## config.mk

```make
export PLATFORM = sky130hd
export DESIGN_NAME = pix_fifo
export DESIGN_NICKNAME = d
export VERILOG_FILES = /design/src/rtl/pix_fifo.sv
export SDC_FILE = /design/constraint.sdc
export NUM_CORES = 1
export LEC_CHECK = 0
export ABC_AREA = 1
export CORE_ASPECT_RATIO = 1.2
export CORE_MARGIN = 2
export CORE_UTILIZATION = 60
export DETAILED_ROUTE_END_ITERATION = 8
export PLACE_DENSITY_LB_ADDON = 0.25
export SLEW_MARGIN = 20
export SYNTH_ARGS = -nofsm -noshare
export SYNTH_HDL_FRONTEND = slang
export SYNTH_SLANG_ARGS = --single-unit
```

## constraint.sdc

```tcl
create_clock -name clk -period 5.78 [get_ports clk]
set_input_delay 0.867 -clock clk [delete_from_list [all_inputs] [get_ports clk]]
set_output_delay 0.867 -clock clk [all_outputs]
set_load 0.01 [all_outputs]
```

## src/rtl/pix_fifo.sv

```systemverilog
// pix_fifo: single-clock FIFO buffering {mode, proc_val, data} pixel words.
// Ports: clk, rst_n (async, active low), flush (sync clear);
//   write side slvx_mode/slvx_proc_val/slvx_data qualified by slvx_data_valid;
//   status fifo_full, almost_full, fifo_empty, fifo_cnt, ovf_err (sticky);
//   read side rd_en -> rd_valid + rd_mode/rd_proc_val/rd_data one cycle later.
module pix_fifo #(
  parameter int DW       = 32,
  parameter int DEPTH    = 8,
  parameter int AF_LEVEL = 6
) (
  input  logic                     clk,
  input  logic                     rst_n,
  input  logic                     flush,
  input  logic [1:0]               slvx_mode,
  input  logic                     slvx_data_valid,
  input  logic [7:0]               slvx_proc_val,
  input  logic [DW-1:0]            slvx_data,
  output logic                     fifo_full,
  output logic                     almost_full,
  output logic                     fifo_empty,
  output logic [$clog2(DEPTH):0]   fifo_cnt,
  input  logic                     rd_en,
  output logic                     rd_valid,
  output logic [1:0]               rd_mode,
  output logic [7:0]               rd_proc_val,
  output logic [DW-1:0]            rd_data,
  output logic                     ovf_err
);

  localparam int AW = $clog2(DEPTH);
  localparam int CW = AW + 1;

  typedef struct packed {
    logic [1:0]    mode;
    logic [7:0]    proc_val;
    logic [DW-1:0] data;
  } ent_t;

  ent_t          mem [DEPTH];
  logic [AW-1:0] wr_ptr;
  logic [AW-1:0] rd_ptr;
  logic [CW-1:0] cnt;

  logic wr_acc;
  logic rd_acc;
  logic wr_drop;

  // Status flags come only from the registered count, so
  // accept decisions never loop through the request inputs.
  assign fifo_cnt    = cnt;
  assign fifo_full   = (cnt == CW'(DEPTH));
  assign fifo_empty  = (cnt == '0);
  assign almost_full = (cnt >= CW'(AF_LEVEL));

  assign wr_acc  = slvx_data_valid & ~fifo_full;
  assign rd_acc  = rd_en & ~fifo_empty;
  assign wr_drop = slvx_data_valid & fifo_full;

  // Storage has no reset; the zeroed pointers and count
  // keep any stale entry unreachable.
  always_ff @(posedge clk) begin
    if (wr_acc && !flush) begin
      mem[wr_ptr] <= '{mode:     slvx_mode,
                       proc_val: slvx_proc_val,
                       data:     slvx_data};
    end
  end

  always_ff @(posedge clk or negedge rst_n) begin
    if (!rst_n) begin
      wr_ptr <= '0;
      rd_ptr <= '0;
      cnt    <= '0;
    end else if (flush) begin
      wr_ptr <= '0;
      rd_ptr <= '0;
      cnt    <= '0;
    end else begin
      if (wr_acc) wr_ptr <= wr_ptr + 1'b1;
      if (rd_acc) rd_ptr <= rd_ptr + 1'b1;
      unique case (1'b1)
        (wr_acc && !rd_acc): cnt <= cnt + 1'b1;
        (rd_acc && !wr_acc): cnt <= cnt - 1'b1;
        default:             cnt <= cnt;
      endcase
    end
  end

  always_ff @(posedge clk or negedge rst_n) begin
    if (!rst_n) begin
      ovf_err <= 1'b0;
    end else if (flush) begin
      ovf_err <= 1'b0;
    end else if (wr_drop) begin
      ovf_err <= 1'b1;
    end
  end

  // Read data registers hold across idle cycles and flush;
  // only rd_valid is cleared by flush.
  always_ff @(posedge clk or negedge rst_n) begin
    if (!rst_n) begin
      rd_valid    <= 1'b0;
      rd_mode     <= '0;
      rd_proc_val <= '0;
      rd_data     <= '0;
    end else if (flush) begin
      rd_valid    <= 1'b0;
    end else begin
      rd_valid <= rd_acc;
      if (rd_acc) begin
        rd_mode     <= mem[rd_ptr].mode;
        rd_proc_val <= mem[rd_ptr].proc_val;
        rd_data     <= mem[rd_ptr].data;
      end
    end
  end

endmodule

```

# After elaboration in Yosys (flattened, before gate mapping)
# Memory sizes are Yosys's and may differ from the RTL's. A register that Yosys moved wholly into a read port is not among the register bits.
# Cells that the tools add are included.
# Widths: inputs -> output; s select.
[totals] n_memories=1 out_inout_bits=51 word_cells=42 mem_bits_rw=336 ff_bits=12
[mem_list] memory="mem" words=8 width=42 read_ports=1 rd_ports_with_merged_regs=1 wr=1 line="39" source="ent_t mem [DEPTH];"
[op_classes] eq_ne=1 bitwise=6 n_reduce_logical=13 n_addsub=4 n_lt_le_gt_ge=1 muxes=11
[op_table] cell="$mux 3" n=4
[op_table] cell="$pmux 4 s2" n=1
[op_table] cell="$add 3x1->3 const B" n=2
[op_table] cell="$reduce_bool 2->1" n=3
[op_table] cell="$mux 1" n=5
[op_table] cell="$add 4x1->4 const B" n=1
[op_table] cell="$eq 4x4->1 const B" n=1
[op_table] cell="$ge 4x3->1 const B" n=1
[op_table] cell="$logic_not 1->1" n=4
[op_table] cell="$logic_not 4->1" n=1
[op_table] cell="$mux 4" n=1
[op_table] cell="$sub 4x1->4 const B" n=1
[op_table] cell="$and 1x1->1" n=3
[op_table] cell="$logic_and 1x1->1" n=3
[op_table] cell="$not 1->1" n=3
[op_table] cell="$reduce_bool 3->1" n=1
[op_table] cell="$reduce_and 2->1" n=1

# Logic depth before layout (Yosys ltp)
# Gate-level depths: netlist (run 1).
[logic_depth] word_depth=7 mapped_depth=14 depth_no_buf=14

# Worst setup path before layout (run 1)
# OpenSTA, ideal clock, no wires.
[synth_timing] path_kind="in2reg" from="input port slvx_data_valid" to="memory mem[0][0] in the netlist's numbering (enable)" stages=4 path_slack_ns=2.353 arrival_ns=2.986 path_cell_list="nand2_2 nor2_1 nand2_1 nor2_1"
[synth_between] elab_chain_cells=4
[synth_rtl] item="start, declared" line="15" source="input logic slvx_data_valid,"
[synth_rtl] item="$and 1x1->1" line="55" source="assign wr_acc = slvx_data_valid & ~fifo_full;"
[synth_rtl] item="$logic_and 1x1->1" line="62" source="if (wr_acc && !flush) begin"
[synth_rtl] item="$mux 1" line="62"
[synth_rtl] item="$mux 1 (implied by the code)" line="63" source="mem[wr_ptr] <= '{mode: slvx_mode,"
[synth_rtl] item="end, declared" line="39"
# Every way passes these cells.

# Final worst setup path (run 1)
[layout_timing] from="input port slvx_data_valid" to="memory mem[2][8] in the netlist's numbering (enable)"
# Same word-level chain as after synthesis.

==> results of run 1 <==
where the power goes:
part | internal (W) | switching, W
Clock | 0.00120 | 0.000959
Combinational | 0.000654 | 0.00102
Sequential | 0.00329 | 0.000174
worst reg2reg max path, cell delays in order (launching register included):
cell and delay (ns):
dfrtp_4 0.74, inv_4 0.55, buf_4 0.66, o21ai_0 0.24
o221ai_1 0.37, nand3_1 0.14, nand2_1 0.11
synth_stat cells, drive strengths merged:
master    n
nand2   116
nor2    182
nand3b    1
o21ai   177
buf      31
dfrtp    54
ha        4
o22ai    16
o211ai   15
a21oi     4
clkbuf   40
xor2      1
edfxtp  336
o221ai   69
o21a      1
nand3    32
inv      22
sequential cells by signal, indices dropped and copies added, names as in the netlist:
| signal | count |
|---|---|
| rd_valid | 1 |
| mem | 336 |
| wr_ptr | 3 |
| fifo_cnt | 4 |
| rd_mode | 2 |
| rd_proc_val | 8 |
| rd_ptr | 3 |
| rd_data | 32 |
| ovf_err | 1 |
through the flow:
stage / util, % / std cells
finish: 70.1 / 1533
global route: 70.1 / 1533
CTS: 70.1 / 1533
detailed placement: 65.9 / 1468
global placement: 65.9 / 1468
floorplan: - / 1101
final cells by class:
cell class	count	share of cell area, %
Sequential cell	390	66.1
Multi-Input combinational cell	618	18.6
Timing Repair Buffer	113	6.29
Clock buffer	51	5.71
Tap cell	325	2.35
Inverter	22	0.492
Clock inverter	14	0.390
routing by layer:
layer | GRT usage, % | vias up | wire length [um]
met5 | 0 | - | 0
met1 | 33.1 | 4549 | 12800
met4 | 9.48 | 0 | 1020
met3 | 3.34 | 80 | 2080
li1 | - | 4249 | -
met2 | 42.1 | 410 | 16100
how the worst max path moves through the flow:
stage / start / to / slack (ns) / cells after the start
finish: slvx_data_valid / mem[2][8] / 2.80 / 6
global route: slvx_data_valid / mem[2][15] / 2.68 / 6
CTS: slvx_data_valid / mem[2][8] / 2.79 / 6
detailed placement: slvx_data_valid / mem[2][21] / 2.26 / 6
global placement: slvx_data_valid / mem[2][21] / 2.33 / 6
floorplan: slvx_data_valid / mem[0][0] / 2.35 / 4
kinds of logic (layout without fill, tap and decap cells):
logic type	count (synthesis)	count (layout)	share of synthesized area, %
AO/OA/AOI/OAI	282	282	11.8
XOR/XNOR	1	1	0.0582
adder cells (fa/ha/maj)	4	4	0.332
buffers and inverters	93	200	3.04
flip-flops	390	390	76.0
AND/OR/NAND/NOR	331	331	8.77
==> metrics, run 1 <==
status completed; Total Die Area 26400 um2; CP max stage delay 0.79 ns; fin. max-slew vios 0; setup TNS 0 ns; reg2reg path depth 6; clock sink count 390; Avg Vias per Cell 6.06; Setup Fix Bufs, Post-CTS 0; Critical Path Source Type input port; mapped cell area 15100 um2; Area after DPL 16200 um2; hold buffer count at cts 0; DRT antenna net count 0; CTS max path bufs 3; footprint of the multi-input gates 3220 um2; DR DRC count 0; hold slack 0.442 ns; Post-DP HPWL 17100 um; Mapped Nets 1152; Avg Inst Size Synth 13.7 um2; power consumption 0.00729 W; worst reg-to-reg setup slack 2.92 ns; I/O pin total 98; post-CTS resize count 0; RePlAce Congestion 0.763; area grow syn2layout 14.9%; antenna diode count 0; sequential cell area fraction in the yosys report 76.0%; final hold violations 0; Max Freq 335 MHz; CP max-delay cell nor2_4; DIE WIDTH 149 um; Crit. End Element flop; Clock Skew 0.0120 ns; First-pass DRT Iterations 5; register bit total from synthesis 390; routed via count 9288; first-pass GRT wire length 50300 um; CP Max Fanout 28; Critical Path, Cell by Cell clkdlybuf4s50_1 > nand2_2 > nor2_1 > nand2_1 > nor2_4 > buf_4; Die H 178 um; share of the synthesized area in the top cell type 67.0%; final setup violation count 0; CTS Buf Count 37; Worst R2R Start rd_ptr[0]; fin nets 1233; RSZ-0062 raised after global routing false; WL final 32000 um; CORE AREA 24700 um2; commonest non-fill, non-tap cell in the layout edfxtp_1; cell family with the largest share of critical-path delay simple AND/OR/NAND/NOR gates; 1st-iter DRT viols 893; Hold Path Class input port to asynchronous set/reset pin; initial antenna violation count 0; Finished Cell Area 17300 um2; WL/cell 20.9 um; kind of critical path input port to flop; Worst-Margin Slew 1.14 ns; Clock Latency Late Sink 0.51 ns; dominant cells by area after synthesis edfxtp_1, dfrtp_1, o21ai_0, nor2_1, o221ai_1; Worst Path Arrival 3.17 ns; root buffer cell clkbuf_16; vias in the first global route 9317; largest net degree at the start of global routing 105; largest area contributor in the netlist edfxtp_1; slew margin rel. 24.2%; Sequential Area 11400 um2; count of cell types in the netlist 26; Max IR drop VDD 0.279 mV; register clock-pin slew on the reported worst setup and hold paths 0.06 ns; minimum clock period 2.98 ns; P_leak 5.97 nW; H-tree depth 2; Bufs and invs on worst path 2; port bufs 97; Fillers 1666; Critical R2R Capture rd_data[18]; Req. time, crit path 5.97 ns; CTS tree built; gr usage total 24.8%; global route overflow 0; Yosys warnings 0; Power Density 421 nW/um2; share of layout cells above drive strength 1 8.53%; most frequent cells in the layout edfxtp_1, nor2_1, o21ai_0; Final Cycle Share 51.6%; Max Cap Viol 0; num rows 63; Synth Instances 1101; initial core utilization 61.0%; setup ws final 2.80 ns; Post-Place Worst Slack 2.26 ns
No activity file was read; power rests on OpenSTA's default activity.
==> run 2: changes to the inputs <==
--- a/config.mk
+++ b/config.mk
@@ -8,7 +8,7 @@
 export ABC_AREA = 1
 export CORE_ASPECT_RATIO = 1.2
 export CORE_MARGIN = 2
-export CORE_UTILIZATION = 60
+export CORE_UTILIZATION = 59
 export DETAILED_ROUTE_END_ITERATION = 8
 export PLACE_DENSITY_LB_ADDON = 0.25
 export SLEW_MARGIN = 20
==> constraint.sdc (replaced) <==
create_clock -name clk -period 2.75 [get_ports clk]
set_input_delay 0.4125 -clock clk [delete_from_list [all_inputs] [get_ports clk]]
set_output_delay 0.4125 -clock clk [all_outputs]
set_load 0.01 [all_outputs]
==> metrics, run 2 (synthesized netlist as in run 1, its figures left out) <==
CTS Buf Count 37; RSZ-0062 raised after global routing false; Clk pwr share 32.1%; Critical Path Source Type flop; register share of total power 44.7%; clock sink count 390; final hold violations 48; WL final 31200 um; area grow syn2layout 17.8%; vias in the first global route 9263; routed via count 9228; Worst-Margin Slew 0.777 ns; port bufs 97; most frequent cells in the layout edfxtp_1, nor2_1, o21ai_0; DR DRC count 0; Finished Cell Area 17700 um2; Fillers 1722; P_leak 6.14 nW; Setup Fix Bufs, Post-CTS 0; grt met3 use 3.46%; root buffer cell clkbuf_16; Power Density 902 nW/um2; Max Cap Viol 0; GRT met2 Usage 40.4%; Final Cycle Share 84.7%; Clock Latency Late Sink 0.52 ns; Internal Power 0.0115 W; minimum clock period 2.33 ns; RePlAce Congestion 0.808; CP Max Fanout 6; Largest register FFs 336; final setup violation count 0; register clock-pin slew on the reported worst setup and hold paths 0.06 ns; failing checks hold timing; hold slack -0.0258 ns; part of the power in combinational logic 23.2%; num rows 64; CTS tree built; fin nets 1240; sw frac 28.4%; gr usage total 23.6%; global route overflow 0; status finished with violations; most crowded layer after global routing met2; initial antenna violation count 0; Max IR drop VDD 0.720 mV; Hold Path Class input port to asynchronous set/reset pin; largest net degree at the start of global routing 170; Avg Vias per Cell 5.97; I/O pin total 98; Post-DP HPWL 17000 um; M1 GR Usage 30.7%; Worst Path Arrival 1.92 ns; Die H 179 um; Max Freq 429 MHz; power consumption 0.0160 W; hold buffer count at cts 0; Area after DPL 16500 um2; Biggest register mem; Switching Power 0.00454 W; CORE AREA 25300 um2; DRT antenna net count 0; Total Die Area 26800 um2; Placed Cells 1480; H-tree depth 2; first-pass GRT wire length 48600 um; DIE WIDTH 150 um; kind of critical path flop to output pin; initial core utilization 59.5%; Final Non-Filler Cells 1547; commonest non-fill, non-tap cell in the layout edfxtp_1; reg2reg path depth 7; antenna diode count 0; top flop regs mem (336), rd_data (32), rd_proc_val (8); post-CTS resize count 0; fin. max-slew vios 0; worst reg-to-reg setup slack 0.52 ns; CTS max path bufs 3; 1st-iter DRT viols 696; Clock Skew 0.0153 ns; slew margin rel. 48.2%; Req. time, crit path 2.34 ns; First-pass DRT Iterations 5; share of layout cells above drive strength 1 9.53%; setup TNS 0 ns; Crit. End Element output pin; WL/cell 20.2 um
## run 2: cell count changes in the layout (fill, tap and decap cells not counted), sizes merged
cell      change
buf           +7
clkbuf        +2
clkinvlp      +1
clkinv        -7
bufinv        +4
inv           +2
## run 2: through the flow
| stage | setup slack [ns] | hold slack [ns] | utilization, % |
|---|---|---|---|
| 2_1_floorplan | -0.483 | 0.117 | - |
| 3_5_place_dp | 0.225 | 0.465 | 65.2 |
| 5_1_grt | 0.337 | 0.0440 | 70.1 |
| 3_3_place_gp | 0.265 | 0.462 | 65.2 |
| 6_report | 0.420 | -0.0258 | 70.1 |
| 4_1_cts | 0.401 | 0.0000152 | 70.1 |
## run 2: cell type report
| class | count | area, um2 | share of cell area [%] |
|---|---|---|---|
| timing repair buffer | 120 | 1330 | 7.49 |
| clock buffer | 53 | 1060 | 5.97 |
| multi-input combinational | 618 | 3220 | 18.2 |
| sequential | 390 | 11400 | 64.5 |
| inverter | 22 | 85.1 | 0.480 |
| clock inverter | 14 | 183 | 1.03 |
| tap | 330 | 413 | 2.33 |
## run 2: worst paths after layout
kind / from / to
min: rst_n / fifo_cnt[3]
max reg2reg: fifo_cnt[0] / mem[0][37]
max in group asynchronous: rst_n / rd_ptr[0]
max: fifo_cnt[0] / fifo_full
min in group clk: rd_data[14] / rd_data[14]
min reg2reg: rd_data[14] / rd_data[14]
## run 2: critical path, cell delays in order, from the launching register on
cell,delay (ns)
dfrtp_1,0.46
nor2_2,0.20
nand2_1,0.13
inv_1,0.08
clkdlybuf4s50_1,0.53
## run 2: layer usage
layer,vias to the layer above,share of wire (%)
met1,4527,41
li1,4275,-
met4,0,2.8
met5,-,0
met2,351,51
met3,75,5.5
## run 2: power groups by stage
stage          combinational (W)  sequential [W]  clock (W)
2_1_floorplan            0.00210         0.00740          0
3_3_place_gp             0.00360         0.00727          0
3_5_place_dp             0.00370         0.00728          0
4_1_cts                  0.00373         0.00716    0.00522
5_1_grt                  0.00410         0.00721    0.00542
6_report                 0.00371         0.00716    0.00513
